==> config.mk <==
export PLATFORM = sky130hd
export DESIGN_NAME = piso_tx
export DESIGN_NICKNAME = d
export VERILOG_FILES = /design/src/rtl/piso_tx.sv
export SDC_FILE = /design/constraint.sdc
export NUM_CORES = 1
export LEC_CHECK = 0
export CORE_AREA = 2 2 39 41
export DETAILED_ROUTE_END_ITERATION = 10
export DIE_AREA = 0 0 41 43
export DONT_BUFFER_PORTS = 1
export PLACE_DENSITY = 0.67
export SLEW_MARGIN = 5
export SYNTH_ARGS = -nofsm -noshare
export SYNTH_HDL_FRONTEND = slang
export SYNTH_SLANG_ARGS = --single-unit
==> constraint.sdc <==
create_clock -name clk -period 1.55 [get_ports clk]
set_input_delay 0.2325 -clock clk [delete_from_list [all_inputs] [get_ports clk]]
set_output_delay 0.2325 -clock clk [all_outputs]
set_load 0.05 [all_outputs]
==> src/rtl/piso_tx.sv <==
// piso_tx: parallel-in serial-out transmitter.
// Accepts a WIDTH-bit word over a valid/ready handshake and shifts it out one
// bit per clock. sout_valid marks frame bits and sof marks the first bit.
// Optional feature: define PISO_TX_PARITY_EN to append one even-parity bit
// after the data bits of every frame.
module piso_tx #(
    parameter int WIDTH     = 8,
    parameter int MSB_FIRST = 1
) (
    input  logic             clk,
    input  logic             rst,
    input  logic [WIDTH-1:0] din,
    input  logic             din_valid,
    output logic             din_ready,
    output logic             sout,
    output logic             sout_valid,
    output logic             sof,
    output logic             busy
);

`ifdef PISO_TX_PARITY_EN
    localparam int FRAME_LEN = WIDTH + 1;
`else
    localparam int FRAME_LEN = WIDTH;
`endif
    localparam int CNT_W = $clog2(FRAME_LEN + 1);
    localparam logic [CNT_W-1:0] CNT_LAST = CNT_W'(FRAME_LEN - 1);
`ifdef PISO_TX_PARITY_EN
    // Count value while the last data bit is on sout; the parity bit follows.
    localparam logic [CNT_W-1:0] CNT_PAR = CNT_W'(WIDTH - 1);
`endif

    typedef enum logic {
        S_IDLE  = 1'b0,
        S_SHIFT = 1'b1
    } state_t;

    state_t           r_state;
    // r_sr holds only the bits not yet sent, with the next one at the output
    // end. The first bit goes straight to r_sout at accept, so every bit of
    // r_sr is consumed before it is shifted away.
    logic [WIDTH-1:0] r_sr;
    logic [CNT_W-1:0] r_cnt;
    logic             r_sout;
    logic             r_sout_valid;
    logic             r_sof;
    logic             r_busy;
`ifdef PISO_TX_PARITY_EN
    logic             r_par;
`endif

    logic             w_accept;
    logic             w_last;
    logic             w_first_bit;
    logic             w_next_bit;
    logic [WIDTH-1:0] w_sr_load;
    logic [WIDTH-1:0] w_sr_shift;

    genvar gi;

    // Bit-order dependent load and shift paths of the shift register.
    generate
        if (MSB_FIRST != 0) begin : g_msb
            assign w_first_bit = din[WIDTH-1];
            assign w_next_bit  = r_sr[WIDTH-1];
            for (gi = 0; gi < WIDTH; gi++) begin : g_bit
                if (gi == 0) begin : g_end
                    assign w_sr_load[gi]  = 1'b0;
                    assign w_sr_shift[gi] = 1'b0;
                end else begin : g_mid
                    assign w_sr_load[gi]  = din[gi-1];
                    assign w_sr_shift[gi] = r_sr[gi-1];
                end
            end
        end else begin : g_lsb
            assign w_first_bit = din[0];
            assign w_next_bit  = r_sr[0];
            for (gi = 0; gi < WIDTH; gi++) begin : g_bit
                if (gi == WIDTH - 1) begin : g_end
                    assign w_sr_load[gi]  = 1'b0;
                    assign w_sr_shift[gi] = 1'b0;
                end else begin : g_mid
                    assign w_sr_load[gi]  = din[gi+1];
                    assign w_sr_shift[gi] = r_sr[gi+1];
                end
            end
        end
    endgenerate

    // Ready in IDLE, or on the last frame bit so a new frame follows with no gap.
    assign w_last    = (r_state == S_SHIFT) && (r_cnt == CNT_LAST);
    assign din_ready = (r_state == S_IDLE) || w_last;
    assign w_accept  = din_valid && din_ready;

    assign sout       = r_sout;
    assign sout_valid = r_sout_valid;
    assign sof        = r_sof;
    assign busy       = r_busy;

    // Frame FSM: load on accept, shift while in SHIFT, return to IDLE after the last bit.
    always_ff @(posedge clk) begin
        if (rst) begin
            r_state      <= S_IDLE;
            r_sr         <= '0;
            r_cnt        <= '0;
            r_sout       <= 1'b0;
            r_sout_valid <= 1'b0;
            r_sof        <= 1'b0;
            r_busy       <= 1'b0;
`ifdef PISO_TX_PARITY_EN
            r_par        <= 1'b0;
`endif
        end else if (w_accept) begin
            // Accept is only possible in IDLE or on the last bit, so the
            // frame in flight is never disturbed by a reload.
            r_state      <= S_SHIFT;
            r_sr         <= w_sr_load;
            r_cnt        <= '0;
            r_sout       <= w_first_bit;
            r_sout_valid <= 1'b1;
            r_sof        <= 1'b1;
            r_busy       <= 1'b1;
`ifdef PISO_TX_PARITY_EN
            r_par        <= ^din;
`endif
        end else if (r_state == S_SHIFT) begin
            if (r_cnt != CNT_LAST) begin
                r_cnt <= r_cnt + CNT_W'(1);
                r_sof <= 1'b0;
`ifdef PISO_TX_PARITY_EN
                if (r_cnt == CNT_PAR) begin
                    r_sout <= r_par;
                end else begin
                    r_sout <= w_next_bit;
                    r_sr   <= w_sr_shift;
                end
`else
                r_sout <= w_next_bit;
                r_sr   <= w_sr_shift;
`endif
            end else begin
                r_state      <= S_IDLE;
                r_cnt        <= '0;
                r_sout       <= 1'b0;
                r_sout_valid <= 1'b0;
                r_sof        <= 1'b0;
                r_busy       <= 1'b0;
            end
        end
    end

endmodule

==> flow_summary.yaml <==
clock_network:
  cts_root_buf: "clkbuf_4"
  cts_tree: "built"
  numCtsBuffers: 3
  cts_sinks: 15
  cts.htree.levels: 1
  clkTransAtPathRegs_ns: 0.09
  clock_latency_ns: 0.28
  clock_path_buffers: 2
floorplanning:
  boundaryPins: 16
  fp.dieArea_um2: 1760
  row_count: 14
  die-height_um: 43
  fp.coreArea_um2: 1380
  fp.dieW_um: 41
  start_util_pct: 50.1
global_routing:
  grt_usage_pct: 18.4
  grt_pass1_wl_um: 2190
  grt-ovfl-total: 0
  grt_max_degree: 19
  antenna_found_initial: 0
  grt_pass1_vias: 507
routing:
  ant_nets: 0
  routedWlPerCell_um: 15.4
  drt-total-wl_um: 1460
  drtPass1Iterations: 4
  first_iter_violations: 16
  drc: 0
  dr_total_vias: 558
  viasPerCell: 5.87
placement:
  placed_area_um2: 711
  gp_congestion: 0.769
  place_inst: 88
  io_buffers: 0
  dpl.hpwl_um: 897
  place_ws_ns: 0.137
logic_synthesis:
  syn_nets: 86
  synth-xor-area-share_pct: 1.26
  syn_avg_cell_area_um2: 9.37
  synth_seq_cells: 15
  synth_top_family_by_area: "simple AND/OR/NAND/NOR gates"
  synth_sequential_area_ratio_pct: 43.3
  ys_types: 26
  yosys_warnings: 0
  synth-simple-area-share_pct: 18.6
  syn-cell-area_um2: 693
  synthMuxAreaShare_pct: 11.6
  synth.area.top_cells: "dfxtp_1 43%, mux2i_1 12%, a211oi_1 9.7%, nor3_1 4.3%, buf_4 3.2%"
  yosysTopAreaCell: "dfxtp_1"
  syn_inst: 74
  synth_top_area_share_pct: 43.3
  synth-adder-area-share_pct: 1.81
  synth_compound_area_share_pct: 17.1
pwr:
  power_density_nw_per_um2: 980
  leakage_nw: 0.302
  peakVddDrop_mv: 0.529
setup_path:
  arrival_ns: 1.22
  crit_path_end_kind: "output pin"
  critical_path_class: "reg -> out"
  critical_path.startpoint_type: "register"
  cp_max_fo: 5
  required_ns: 1.32
final_layout:
  fillers: 132
  multi_input_area_um2: 373
  final_common_cell: "dfxtp_1"
  ff_latch_area_um2: 302
  most-common-layout-cells: "14 x dfxtp_1, 9 x a211oi_1, 8 x mux2i_1"
  fin_area_um2: 779
  drive_above_1_share_pct: 16.5
  final_cell_count_no_fill: 95
  insertedDiodeCount: 0
  nNetsFinal: 92
  syn2layout_area_growth_pct: 12.5
hold_path:
  hold_path_class: "in -> reg"
timing:
  hold_viol: 0
  setup_tns_ns: 0
  worst_pin_slew_ns: 0.275
  finalClockSkew_ns: 0.00231
  period_needed_ns: 1.45
  setup_viol: 0
  rsz0062_at_grt: "no"
  setup_ws_ns: 0.0992
  timing.final.crit_share_pct: 93.6
  clock.fmax_ghz: 0.689
  relSlewSlack_pct: 81.6
  slew_viol_final: 0
job:
  cap_viol_max_count: 0
run_status:
  status: "complete, no violations"
[worst max-delay path: stages, from the launching register on]
cell and delay (ns):
dfxtp_1 0.39, ha_4 0.18, nand3b_1 0.14, nand2_4 0.23
[final cells by class]
cell class,count,share of cell area (%)
clock buffer,4,3.37
inverter,1,0.482
multi-input combinational,52,47.8
sequential,15,38.7
tap,16,2.57
timing repair buffer,7,7.06
[flip-flops by register name (all words and copies together), names as in the netlist]
| register | flops |
|---|---|
| sof | 1 |
| sout | 1 |
| r_cnt | 4 |
| busy | 1 |
| r_state | 1 |
| r_sr | 7 |
[kinds of logic after synthesis]
logic type,Yosys count
simple gates,24
xor+xnor,1
buf+inv,8
fa+ha+maj,1
flops,15
mux,8
compound gates,17
[layer usage]
metal  GRT usage (%)  part of all wire [%]
met3            4.71                   5.3
met5               0                     0
met2            23.4                    44
met1            26.4                    49
met4            12.0                  0.68
[synthesized netlist by cell type]
cell and instances:
buf_2 2, dfxtp_1 15, ha_1 1, nand4b_1 1, and3b_1 1, nor2b_1 1, o21ai_0 1, buf_4 3
nor3_1 6, nor2_1 6, inv_1 1, nand2_1 2, a21oi_1 3, a211oi_1 9, mux2i_1 8, a31oi_1 1
buf_1 1, nand2_2 1, o31ai_1 1, nand3b_1 1, nand4_1 1, nor3b_1 2, xor2_1 1, a311oi_1 2
nand3_1 2, clkbuf_1 1
[where the power goes]
part	internal [mW]	switching (mW)
Clock	0.0998	0.117
Sequential	0.411	0.0192
Combinational	0.0446	0.0718
[path summary, 6_finish.rpt]
path              cells past startpoint  startpoint  slack, ns         to
setup / recovery                      3    r_cnt[1]        0.1  din_ready
hold / removal                        1         rst       0.01    r_sr[1]
setup reg to reg                      4    r_cnt[1]       0.21       sout
hold reg to reg                       2     r_sr[7]       0.50       sout
[per-stage QoR]
stage	power, mW	util, %	hold WS [ns]
6_report	0.764	56.3	0.0132
5_1_grt	0.802	56.3	-0.000239
4_1_cts	0.765	54.6	0.00408
3_5_place_dp	0.545	51.4	0.306
3_3_place_gp	0.544	51.4	0.305
2_1_floorplan	0.538	-	0.424
[timing repair]
item                                    in CTS  in global routing
endpoints found under the hold margin        0                  6
buffers inserted                             1                  0
resized for setup                            1                  3
gates cloned                                 1                  0
hold buffers                                 0                  1
pin swaps                                    1                  1
endpoints found under the setup margin       1                  3
No activity file was read; power rests on OpenSTA's default activity.
